===== src/rtl/tnn_pkg.sv =====
// Shared types and helpers for the time-multiplexed ternary neuron.
// Weight codes, FSM states, weight decode and feature binarisation.
package tnn_pkg;

  localparam logic [1:0] W_ZERO = 2'b00;
  localparam logic [1:0] W_POS  = 2'b01;
  localparam logic [1:0] W_NEG  = 2'b11;

  typedef enum logic [1:0] {
    IDLE = 2'd0,
    ACC  = 2'd1,
    OUT  = 2'd2
  } state_e;

  // Reserved code 2'b10 behaves as a zero weight.
  function automatic logic signed [1:0] w_decode(
    input logic [1:0] w
  );
    logic signed [1:0] v;
    v = 2'sb00;
    unique case (1'b1)
      (w == W_POS): v = 2'sb01;
      (w == W_NEG): v = 2'sb11;
      default:      v = 2'sb00;
    endcase
    return v;
  endfunction

  // Feature arrives zero-extended; w is its real width.
  function automatic logic binarise(
    input logic [31:0] f,
    input int          w,
    input logic        mode
  );
    logic msb;
    msb = 1'(f >> (w - 1));
    return mode ? (f != 32'd0) : msb;
  endfunction

endpackage


===== src/rtl/tnn_weight_rf.sv =====
// Ternary weight register file for tnn_seq_neuron.
// Writes are refused while the neuron is busy or the index is invalid.
module tnn_weight_rf
  import tnn_pkg::*;
#(
  parameter int N_IN = 4,
  localparam int AW = $clog2(N_IN)
) (
  input  logic          clk,
  input  logic          rst_n,
  input  logic          i_we,
  input  logic          i_busy,
  input  logic [AW-1:0] i_addr,
  input  logic [1:0]    i_wdata,
  input  logic [AW-1:0] i_rd_idx,
  output logic [1:0]    o_rdata,
  output logic          o_err
);

  logic [1:0] r_w [N_IN];
  logic       w_in_range;
  logic       w_rd_ok;
  logic       w_wr;

  assign w_in_range = (32'(i_addr) < 32'(N_IN));
  assign w_rd_ok    = (32'(i_rd_idx) < 32'(N_IN));
  assign w_wr       = i_we & ~i_busy & w_in_range;
  assign o_err      = i_we & (i_busy | ~w_in_range);
  assign o_rdata    = w_rd_ok ? r_w[i_rd_idx] : W_ZERO;

  always_ff @(posedge clk) begin
    if (!rst_n) begin
      for (int i = 0; i < N_IN; i++) begin
        r_w[i] <= W_ZERO;
      end
    end else if (w_wr) begin
      r_w[i_addr] <= i_wdata;
    end
  end

endmodule


===== src/rtl/tnn_seq_neuron.sv =====
// Sequential ternary neuron: one weighted input per cycle,
// then a signed compare of the sum against a loadable bias.
module tnn_seq_neuron
  import tnn_pkg::*;
#(
  parameter int N_IN     = 4,
  parameter int IN_W     = 3,
  parameter int BIN_MODE = 0,
  parameter int ACC_W    = $clog2(N_IN + 1) + 1,
  localparam int AW = $clog2(N_IN),
  localparam int IW = $clog2(N_IN + 1)
) (
  input  logic                    clk,
  input  logic                    rst_n,
  input  logic                    in_valid,
  output logic                    in_ready,
  input  logic [N_IN*IN_W-1:0]    in_data,
  output logic                    out_valid,
  input  logic                    out_ready,
  output logic                    out_bit,
  input  logic                    cfg_w_we,
  input  logic [AW-1:0]           cfg_addr,
  input  logic [1:0]              cfg_wdata,
  input  logic                    cfg_b_we,
  input  logic signed [ACC_W-1:0] cfg_bdata,
  output logic                    cfg_err
);

  state_e                  r_state;
  state_e                  w_next;
  logic [N_IN*IN_W-1:0]    r_vec;
  logic signed [ACC_W-1:0] r_acc;
  logic signed [ACC_W-1:0] r_bias;
  logic [IW-1:0]           r_idx;
  logic                    r_out_bit;
  logic                    r_cfg_err;

  logic                    w_busy;
  logic                    w_accept;
  logic                    w_last;
  logic                    w_w_err;
  logic                    w_bin;
  logic [AW-1:0]           w_rd_idx;
  logic [1:0]              w_wcode;
  logic [IN_W-1:0]         w_feat;
  logic signed [1:0]       w_contrib;
  logic [ACC_W-1:0]        w_contrib_x;

  assign w_busy   = (r_state != IDLE);
  assign w_accept = in_valid & in_ready;
  // One extra ACC cycle at idx == N_IN registers the decision.
  assign w_last   = (r_idx == IW'(N_IN));
  assign w_rd_idx = r_idx[AW-1:0];
  assign w_feat   = r_vec[w_rd_idx*IN_W +: IN_W];
  assign w_bin    = binarise(32'(w_feat), IN_W, BIN_MODE != 0);

  assign w_contrib = (w_bin && !w_last) ? w_decode(w_wcode)
                                        : 2'sb00;
  assign w_contrib_x = {{(ACC_W-2){w_contrib[1]}}, w_contrib};

  tnn_weight_rf #(
    .N_IN (N_IN)
  ) u_rf (
    .clk      (clk),
    .rst_n    (rst_n),
    .i_we     (cfg_w_we),
    .i_busy   (w_busy),
    .i_addr   (cfg_addr),
    .i_wdata  (cfg_wdata),
    .i_rd_idx (w_rd_idx),
    .o_rdata  (w_wcode),
    .o_err    (w_w_err)
  );

  always_ff @(posedge clk) begin
    if (!rst_n) begin
      r_state <= IDLE;
    end else begin
      r_state <= w_next;
    end
  end

  always_comb begin
    w_next = r_state;
    unique case (r_state)
      IDLE:    if (w_accept) w_next = ACC;
      ACC:     if (w_last) w_next = OUT;
      OUT:     if (out_ready) w_next = IDLE;
      default: w_next = IDLE;
    endcase
  end

  always_comb begin
    in_ready  = 1'b0;
    out_valid = 1'b0;
    unique case (1'b1)
      (r_state == IDLE): in_ready = rst_n;
      (r_state == OUT):  out_valid = 1'b1;
      default: ;
    endcase
  end

  always_ff @(posedge clk) begin
    if (!rst_n) begin
      r_vec     <= '0;
      r_acc     <= '0;
      r_idx     <= '0;
      r_out_bit <= 1'b0;
    end else if (w_accept) begin
      r_vec <= in_data;
      r_acc <= '0;
      r_idx <= '0;
    end else if (r_state == ACC) begin
      if (w_last) begin
        r_out_bit <= (r_acc >= r_bias);
      end else begin
        r_acc <= r_acc + $signed(w_contrib_x);
        r_idx <= r_idx + IW'(1);
      end
    end
  end

  always_ff @(posedge clk) begin
    if (!rst_n) begin
      r_bias    <= '0;
      r_cfg_err <= 1'b0;
    end else begin
      if (cfg_b_we && !w_busy) begin
        r_bias <= cfg_bdata;
      end
      r_cfg_err <= w_w_err | (cfg_b_we & w_busy);
    end
  end

  assign out_bit = r_out_bit;
  assign cfg_err = r_cfg_err;

endmodule


===== config.mk =====
export PLATFORM = sky130hd
export DESIGN_NAME = tnn_seq_neuron
export DESIGN_NICKNAME = d
export VERILOG_FILES = /design/src/rtl/tnn_pkg.sv /design/src/rtl/tnn_weight_rf.sv /design/src/rtl/tnn_seq_neuron.sv
export SDC_FILE = /design/constraint.sdc
export NUM_CORES = 1
export LEC_CHECK = 0
export BUFFER_PORTS_ARGS = -buffer_cell sky130_fd_sc_hd__buf_4
export CELL_PAD_IN_SITES_DETAIL_PLACEMENT = 1
export CELL_PAD_IN_SITES_GLOBAL_PLACEMENT = 2
export CORE_AREA = 2 2 74 76
export CTS_BUF_LIST = sky130_fd_sc_hd__clkbuf_16
export DETAILED_ROUTE_END_ITERATION = 6
export DIE_AREA = 0 0 76 78
export HOLD_SLACK_MARGIN = 0.1
export PLACE_DENSITY = 0.73
export RECOVER_POWER = 100
export SETUP_SLACK_MARGIN = 0.05
export SKIP_LAST_GASP = 1
export SYNTH_ARGS = -nofsm -noshare
export SYNTH_HDL_FRONTEND = slang
export SYNTH_SLANG_ARGS = --single-unit

===== constraint.sdc =====
create_clock -name clk -period 2.5 [get_ports clk]
set_clock_uncertainty 0.15 [all_clocks]
set_input_delay 0.75 -clock clk [delete_from_list [all_inputs] [get_ports clk]]
set_output_delay 0.75 -clock clk [all_outputs]
set_load 0.02 [all_outputs]

# After elaboration in Yosys (flattened, before gate mapping)
# Memories as Yosys holds them, arrays and structs flattened. A register that Yosys moved wholly into a read port is not among the register bits.
# Cells that the tools add are included.
totals:
  out_inout_bits: 4
  memories: 1
  in_bits: 26
  register_bits: 27
  wordCells: 58
  ram_bits: 8
memory_table:
  columns: ["name", "words", "word_bits", "rd", "rd_clocked_by_memory_dff", "wr", "line", "source"]
  rows:
  - ["u_rf.r_w", 4, 2, 1, 1, 4, "tnn_weight_rf.sv:20", "logic [1:0] r_w [N_IN];"]
op_classes:
  mux: 17
  bitwise: 9
  n_eq_ne: 8
  add_sub_neg: 2
  n_reduce_logical: 11
  shift: 1
  magnitude_cmp: 1
  mul: 1
op_table:
  columns: ["operator", "n"]
  rows:
  - ["$mux 2", 8]
  - ["$shiftx 12x5->3", 1]
  - ["$mux 1", 7]
  - ["$ne 2x2->1 const B", 3]
  - ["$pmux 2 s3", 1]
  - ["$reduce_and 3->1", 2]
  - ["$add 4x2->4", 1]
  - ["$and 1x1->1", 4]
  - ["$eq 2x1->1 const B", 2]
  - ["$eq 2x2->1 const B", 2]
  - ["$ge 4x4->1", 1]
  - ["$mul 2x2->4 const B", 1]
  - ["$not 1->1", 4]
  - ["$pmux 2 s2", 1]
  - ["$reduce_or 2->1", 2]
  - ["$add 3x1->3 const B", 1]
  - ["$eq 3x3->1 const B", 1]
  - ["$logic_and 1x1->1", 2]
  - ["$logic_not 1->1", 2]
  - ["$logic_not 2->1", 1]
  - ["$reduce_and 2->1", 1]
  - ["$reduce_bool 2->1", 1]
  - ["$or 1x1->1", 1]

# Longest topological paths before layout
# Gate-level depths: netlist of run 1.
depth:
  ltp_word: 8
  mapped_depth: 11
  mapped_depth_nobuf: 11

# Hierarchy
# From an unflattened synthesis of run 1, not the netlist that was laid out.
unflattened:
  cells_unflattened: 143
  area_unflattened_um2: 1387.6
by_module_without_submodules:
  columns: ["mod", "area_per_inst_um2", "cells_per_inst", "seq_area_each_um2", "instances"]
  rows:
  - ["tnn_seq_neuron", 987.2, 113, 380.4, 1]
  - ["tnn_weight_rf", 400.4, 30, 240.2, 1]

# Worst setup path after synthesis of run 1
# No wires, ideal clock.
synth_timing:
  path_kind: "input-to-output"
  from: "in rst_n"
  to: "out in_ready"
  path_buffers: 2
  t_arrival_ns: 1.502
  required_ns: 1.600
  slack_ns: 0.098
  cell_stages: 3
  path_cell_list: "clkbuf_1 -> clkbuf_1 -> and2_1"
synth_via:
  elab_chain_len: 1
synth_rtl:
  columns: ["item", "line", "source"]
  rows:
  - ["start, declared", "tnn_seq_neuron.sv:14", "input logic rst_n,"]
  - ["$mux 1", "tnn_seq_neuron.sv:96", "unique case (1'b1)"]
  - ["end, declared", "tnn_seq_neuron.sv:16", "output logic in_ready,"]
# No other way between the ends.

# Worst setup path in the final report of run 1
layout_timing:
  from: "reg r_idx[1]"
  to: "reg r_acc[3]"
layout_via:
  elab_chain_len: 5
  elab_cells_between_ends: 9
  cone_classes: "add/sub (1); mul (1); eq/ne (1); shift (1); mux (1); bitwise (1); reduce/logical (3)"
layout_rtl:
  columns: ["item", "line", "source"]
  rows:
  - ["start, declared", "tnn_seq_neuron.sv:34", "logic [IW-1:0] r_idx;"]
  - ["start signal, assigned", "tnn_seq_neuron.sv:118", "r_idx <= r_idx + IW'(1);"]
  - ["$mul 2x2->4 or $eq 3x3->1 (tied branches)", "tnn_seq_neuron.sv:54, tnn_seq_neuron.sv:52", null]
  - ["$shiftx 12x5->3 or $logic_not 1->1 (tied branches)", "tnn_seq_neuron.sv:54, tnn_seq_neuron.sv:57", null]
  - ["$logic_and 1x1->1", "tnn_seq_neuron.sv:57", "assign w_contrib = (w_bin && !w_last) ? w_decode(w_wcode)"]
  - ["$mux 2", "tnn_seq_neuron.sv:57", null]
  - ["$add 4x2->4", "tnn_seq_neuron.sv:117", "r_acc <= r_acc + $signed(w_contrib_x);"]
  - ["end signal, assigned", "tnn_seq_neuron.sv:117", null]
  - ["end, declared", "tnn_seq_neuron.sv:32", "logic signed [ACC_W-1:0] r_acc;"]
# Several ways; a longest one is shown, not always the timed one.
# A chain may end at the register's enable or synchronous reset.

==> results of run 1 <==
-- state kept, by name, summed over array words and instances, names as in the netlist, named ones only --
register,flops
cfg_err,1
out_bit,1
r_acc,4
r_bias,4
r_idx,3
r_state,2
r_vec,4
u_rf.r_w,8
-- metrics by stage --
stage / total power [mW] / setup slack (ps)
final: 1.24 / 85.3
after global routing: 1.30 / -41.4
after CTS: 1.26 / 58.4
after detailed placement: 0.696 / -99.5
after global placement: 0.684 / 12.5
after floorplan: 0.633 / 98.4
-- area by class of cell --
type / count / share of cell area (%)
Tap cell: 70 / 4.81
Clock buffer: 5 / 6.87
Clock inverter: 3 / 0.687
Sequential cell: 29 / 36.5
Multi-Input combinational cell: 106 / 39.6
Inverter: 12 / 2.47
Timing Repair Buffer: 24 / 9.07
-- timing repair --
action	4_1_cts	5_1_grt
setup endpoints to repair	1	2
pin swaps	0	0
resized for setup	6	1
-- critical path, delay by kind of cell (launching register included) --
kind	cells	cell delay (ps)
fa+ha+maj	1	270
simple gates	4	540
mux	1	540
flops	1	360
compound gates	3	500
-- how the worst min path moves through the flow --
stage              start  cells after the start         to
2_1_floorplan   r_vec[5]                      2   r_vec[5]
3_3_place_gp    r_vec[5]                      2   r_vec[5]
3_5_place_dp   r_vec[11]                      2  r_vec[11]
4_1_cts        r_vec[11]                      2  r_vec[11]
5_1_grt         r_vec[2]                      2   r_vec[2]
6_report        r_vec[2]                      2   r_vec[2]
-- routing by layer --
layer  routed length, um  GRT usage, %  vias to the layer above
met5                   0             0                        -
met4                  61          4.91                        0
met3                  87          2.44                        6
met2                1560          20.4                       16
met1                1410          14.1                      550
li1                    -             -                      564
-- logic make-up (layout without fill, tap and decap cells) --
| logic type | after synthesis | count (layout) | synth area share, % |
|---|---|---|---|
| simple gates | 65 | 65 | 21.6 |
| flops | 29 | 29 | 46.1 |
| compound gates | 21 | 21 | 9.00 |
| buf+inv | 17 | 44 | 4.45 |
| fa+ha+maj | 10 | 10 | 9.26 |
| mux | 7 | 7 | 7.77 |
| xor+xnor | 3 | 3 | 1.83 |
-- power by group through the flow --
stage	Combinational, mW	Sequential [mW]	Clock [mW]
after floorplan	0.0973	0.536	0
after global placement	0.147	0.537	0
after detailed placement	0.157	0.539	0
after CTS	0.161	0.530	0.567
after global routing	0.175	0.533	0.596
final	0.155	0.529	0.557
-- synth_stat cells, types with 2 or more instances --
cell                       instances
sky130_fd_sc_hd__edfxtp_1          8
sky130_fd_sc_hd__mux4_2            2
sky130_fd_sc_hd__nand3_1           2
sky130_fd_sc_hd__nand4_1           2
sky130_fd_sc_hd__inv_1            12
sky130_fd_sc_hd__nand2b_1          5
sky130_fd_sc_hd__a21oi_1           6
sky130_fd_sc_hd__nor2_1           21
sky130_fd_sc_hd__nor2b_1           6
sky130_fd_sc_hd__a21o_1            2
sky130_fd_sc_hd__dfxtp_1          21
sky130_fd_sc_hd__nor4_1            2
sky130_fd_sc_hd__and2_1            4
sky130_fd_sc_hd__clkbuf_1          5
sky130_fd_sc_hd__xnor2_1           2
sky130_fd_sc_hd__ha_1              9
sky130_fd_sc_hd__nand2_1          19
sky130_fd_sc_hd__o21ai_0           7
sky130_fd_sc_hd__mux2i_1           4
==> flow_metrics.tcl, run 1 <==
set metrics [dict create \
    run_status "finished clean" \
    postCtsSetupRepairBufs 0 \
    critical_path.reg2reg.startpoint "r_idx[1]" \
    clock_path_buffers 2 \
    grt_pass1_vias 1174 \
    num_vias 1136 \
    cellLeakagePower_nw 0.746 \
    coreArea_um2 5040 \
    worst-slew-pin-transition_ps 565 \
    dr.pass1.iters 3 \
    worst-path-max-fanout 4 \
    timing.final.crit_period_ps 2410 \
    p_per_area_nw_per_um2 681 \
    syn-instance-count 152 \
    final_hold_viol_count 0 \
    diodes 0 \
    finish.utilization_pct 36.1 \
    netSwitchingFraction_pct 24.1 \
    postLayoutCellArea_um2 1820 \
    regArea_um2 664 \
    critical_path.endpoint_type "flip-flop" \
    h-tree-depth 2 \
    syn-mean-instance-area_um2 9.43 \
    most-common-layout-cells "20 x sky130_fd_sc_hd__nor2_1, 20 x sky130_fd_sc_hd__dfxtp_1, 20 x sky130_fd_sc_hd__buf_4" \
    layout_worst_path_cycle_share_pct 96.6 \
    max_stage_delay_ps 540 \
    setup.worst_path.end "r_acc[3]" \
    path_clk_slew_ps 50 \
    die_height_um 78 \
    fp.dieW_um 76 \
    pin_count 30 \
    synth_enable_flop_cells 8 \
    slew_headroom_pct 62.3 \
    seq_power_share_pct 42.6 \
    clock_tree_from_tritoncts "yes" \
    clk_network_pwr_share_pct 44.9 \
    reg2reg_depth 9 \
    cts.sinks 29 \
    fin_cells 249 \
    hold_class "reg2reg" \
    globalplace.congestion 0.769 \
    layout.filler_cells 594 \
    worst_ep_arrival_time_ps 2480 \
    r2r_end "r_acc[3]" \
    synth_flop_cell "sky130_fd_sc_hd__dfxtp_1" \
    syn_nets 188 \
    cts_inserted_buffers 5 \
    die_area_um2 5930 \
    synth.area.top_cells "sky130_fd_sc_hd__dfxtp_1 29%, sky130_fd_sc_hd__edfxtp_1 17%, sky130_fd_sc_hd__ha_1 7.9%" \
    grt_start_max_net_pins 21 \
    synth-seq-area-share_pct 46.1 \
    synth_async_sr_flop_share_pct 0 \
    yosys.cell_types.count 32 \
    synth.largest_area_cell "sky130_fd_sc_hd__dfxtp_1" \
    yosys_register_bits 29 \
    cell_internal_pwr_uw 942 \
    post_route_cells_drive_above_1_share_pct 18.4 \
    detailed_placement_hpwl_um 2460 \
    max_clock_freq_ghz 0.414 \
    crit_path_top_delay_cell "sky130_fd_sc_hd__mux4_2" \
    synth_warnings 0 \
    post_dr_vias_cell 4.56 \
    worst_path_required_ps 2570 \
    cts-hold-fix-buffers 0 \
    regToRegSetupSlack_ps 90 \
    row_count 26 \
    final.hold.worst_slack_ps 310 \
    grt-ovfl-total 0 \
    cells_along_the_critical_path "mux4_2, nand2_2, nor2_4, ha_1, a21o_1, a21oi_2, or3_1, a311o_1, nand2_1" \
    nNetsFinal 214 \
    numPortBuffers 21 \
    floorplan.initialDensity_pct 28.4 \
    area.growth.synth_to_final_pct 27.2 \
    setup_viol 0 \
    irDropWorstVdd_mv 0.381 \
    netSwitchingPower_uw 299 \
    placedInstanceArea_um2 1680 \
    detailed_route_wire_length_per_cell_um 12.5 \
    antenna_found_initial 0 \
    drt_iter0_drc 21 \
    cap_violations 0 \
    fin_tns_setup_ps 0 \
    synth_top_cell_area_share_pct 29.3 \
    cp-startpoint "r_idx[1]" \
    totalWireLength_um 3120 \
    crit_type "reg2reg" \
    post_drt_antenna_nets 0 \
    clk-insertion-delay-late_ps 270 \
    combinationalPowerShare_pct 12.5 \
    multi_input_logic_area_um2 722 \
    placedCellCount 241 \
    clk_root_buffer_cell "sky130_fd_sc_hd__clkbuf_16" \
    grt_first_pass_wirelength_um 5500 \
    synthesis.area_um2 1430 \
    finalMaxSlewViolations 0 \
    post-route-drc-count 0 \
    gr-usage-all-layers_pct 11.7 \
    cp-start-kind "flip-flop" \
    rsz_0062_raised_after_global_routing "yes" \
]
Note: power is estimated with default switching activity, not from simulation.
==> run 2, diff against run 1 <==
--- a/config.mk
+++ b/config.mk
@@ -5,15 +5,16 @@
 export SDC_FILE = /design/constraint.sdc
 export NUM_CORES = 1
 export LEC_CHECK = 0
+export ABC_AREA = 1
 export BUFFER_PORTS_ARGS = -buffer_cell sky130_fd_sc_hd__buf_4
 export CELL_PAD_IN_SITES_DETAIL_PLACEMENT = 1
 export CELL_PAD_IN_SITES_GLOBAL_PLACEMENT = 2
-export CORE_AREA = 2 2 74 76
+export CORE_AREA = 2 2 77 79
 export CTS_BUF_LIST = sky130_fd_sc_hd__clkbuf_16
 export DETAILED_ROUTE_END_ITERATION = 6
-export DIE_AREA = 0 0 76 78
+export DIE_AREA = 0 0 79 81
 export HOLD_SLACK_MARGIN = 0.1
-export PLACE_DENSITY = 0.73
+export PLACE_DENSITY = 0.75
 export RECOVER_POWER = 100
 export SETUP_SLACK_MARGIN = 0.05
 export SKIP_LAST_GASP = 1
==> run 2 against run 1 <==
Compared with the run above:
- area after synthesis up 4.5%
- non-clock buffer count down 1
- clock power down 0.9%
- global-route usage up 0.14 points
- via count up 11%
- highest routed layer unchanged
- count of clock-buffer cells in the layout unchanged
- routed wire length up 3.8%
- hold slack worse by 4.3 ps
- core utilization down 3.5 points
- critical endpoint is now in_ready
==> flow_metrics.tcl, run 2 <==
set metrics [dict create \
    postCtsResizedCells 0 \
    cts-hold-fix-buffers 0 \
    most_frequent_standard_cell_in_the_layout_excluding_fill_and_tap_cells "sky130_fd_sc_hd__nand2_1" \
    cap_violations 0 \
    area.growth.synth_to_final_pct 23.7 \
    pin_count 30 \
    timing.final.crit_period_ps 2330 \
    coreArea_um2 5680 \
    dr.pass1.iters 3 \
    worstPathBufferInverterCount 3 \
    post_dr_vias_cell 4.25 \
    post_route_cells_drive_above_1_share_pct 16.3 \
    post-route-drc-count 0 \
    yosys_register_bits 29 \
    setup_ws_ps 167 \
    met2_length_um 1550 \
    max_clock_freq_ghz 0.429 \
    finish.utilization_pct 32.6 \
    crit_path_top_delay_cell "sky130_fd_sc_hd__nor2_4" \
    critical_path.top_delay_family "buffers and inverters" \
    path_clk_slew_ps 50 \
    clock_tree_from_tritoncts "yes" \
    globalplace.congestion 0.744 \
    synth_async_sr_flop_share_pct 0 \
    finalMaxSlewViolations 0 \
    worst-path-max-fanout 9 \
    run_status "finished clean" \
    synth_warnings 0 \
    synth_top_cell_area_share_pct 28.1 \
    grt-ovfl-total 0 \
    setup_viol 0 \
    slew_headroom_pct 74.6 \
    die_height_um 81 \
    fin_tns_setup_ps 0 \
    total_power_mw 1.33 \
    grt_start_max_net_pins 12 \
    syn-mean-instance-area_um2 7.80 \
    maxUsedRoutingLayer "met4" \
    detailed_route_wire_length_per_cell_um 10.9 \
    postCtsSetupRepairBufs 0 \
    worst_ep_arrival_time_ps 1430 \
    clk-insertion-delay-late_ps 270 \
    leading_cell_type_by_number_of_instances_after_synthesis "sky130_fd_sc_hd__nand2_1" \
    irDropWorstVdd_mv 0.344 \
    detailed_placement_hpwl_um 2500 \
    gr-usage-all-layers_pct 11.9 \
    largest_register "u_rf.r_w" \
    layout_worst_path_cycle_share_pct 93.3 \
    post_drt_antenna_nets 0 \
    hold_class "reg2reg" \
    antenna_found_initial 0 \
    h-tree-depth 2 \
    max_stage_delay_ps 210 \
    diodes 0 \
    critical_path.endpoint_type "primary output" \
    cts.sinks 29 \
    nNetsFinal 256 \
    synth.largest_area_cell "sky130_fd_sc_hd__dfxtp_1" \
    cts_inserted_buffers 5 \
    cells_along_the_critical_path "buf_4, inv_1, nor2_4, clkbuf_2" \
    m1WireLength_um 1530 \
    floorplan.initialDensity_pct 26.4 \
    cp-start-kind "input pin" \
    synthesis.area_um2 1500 \
    num_vias 1257 \
    worst-slew-pin-transition_ps 381 \
    clock_path_buffers 2 \
    worst_path_required_ps 1600 \
    crit_type "in2out" \
    die_area_um2 6400 \
    grt_pass1_vias 1265 \
    cellLeakagePower_nw 0.866 \
    yosys.cell_types.count 26 \
    met3_wirelength_um 90 \
    syn_nets 228 \
    clk_root_buffer_cell "sky130_fd_sc_hd__clkbuf_16" \
    numPortBuffers 21 \
    fp.dieW_um 79 \
    p_per_area_nw_per_um2 715 \
    layout.filler_cells 727 \
    synth_flop_cell "sky130_fd_sc_hd__dfxtp_1" \
    final_hold_viol_count 0 \
    synth.area.top_cells "sky130_fd_sc_hd__dfxtp_1 28%, sky130_fd_sc_hd__edfxtp_1 16%, sky130_fd_sc_hd__nand2_1 11%" \
    synth-seq-area-share_pct 44.1 \
    largest_register_ffs 8 \
    most-common-layout-cells "44 x sky130_fd_sc_hd__nand2_1, 39 x sky130_fd_sc_hd__inv_1, 21 x sky130_fd_sc_hd__dfxtp_1" \
    drt_iter0_drc 35 \
    synth_enable_flop_cells 8 \
    pre_cts_slack_ps 202 \
    syn-instance-count 192 \
    rsz_0062_raised_after_global_routing "no" \
    totalWireLength_um 3240 \
    grt_first_pass_wirelength_um 5740 \
    most_numerous_cell_types_in_the_synthesized_netlist "42 x sky130_fd_sc_hd__nand2_1, 35 x sky130_fd_sc_hd__inv_1, 21 x sky130_fd_sc_hd__dfxtp_1, 15 x sky130_fd_sc_hd__nor2_1, 14 x sky130_fd_sc_hd__a21oi_1" \
    row_count 28 \
]
## run 2: final cells by class
cell class                 instances  area [um^2]  area share (%)
multi-input combinational        123          661            35.7
inverter                          38          143            7.70
clock inverter                     3         11.3           0.608
tap                               75         93.8            5.06
timing repair buffer              23          159            8.58
sequential                        29          661            35.7
clock buffer                       5          125            6.75
## run 2: cell families (layout without fill, tap and decap cells)
| kind of cell | Yosys count | after routing | share of synthesized area, % |
|---|---|---|---|
| buffers and inverters | 40 | 69 | 10.4 |
| AO/OA/AOI/OAI | 29 | 29 | 10.4 |
| AND/OR/NAND/NOR | 83 | 83 | 25.6 |
| adder cells (fa/ha/maj) | 10 | 10 | 8.86 |
| XOR/XNOR | 1 | 1 | 0.585 |
| flip-flops | 29 | 29 | 44.1 |
## run 2: final timing paths
path | startpoint | end | slack (ps) | cells after the start
max | rst_n | in_ready | 170 | 4
min | r_idx[2] | r_idx[2] | 310 | 1
max reg2reg | r_idx[1] | r_acc[3] | 330 | 15
min reg2reg | r_idx[2] | r_idx[2] | 310 | 1
## run 2: stage by stage
stage	instances	hold slack, ps	instance area, um^2
4_1_cts	296	316	1890
3_5_place_dp	288	302	1750
6_report	296	305	1850
2_1_floorplan	192	272	1500
3_3_place_gp	288	292	1750
5_1_grt	296	330	1850
## run 2: where the power goes
part / switching, mW / internal (mW)
combinational: 0.147 / 0.0813
clock: 0.196 / 0.356
sequential: 0.0192 / 0.526
total: 0.362 / 0.964
## run 2: layer usage
metal / vias to the layer above / global-route usage, %
met4: 0 / 6.21
met5: - / 0
met1: 576 / 14.1
met3: 6 / 3.67
li1: 659 / -
met2: 16 / 19.4
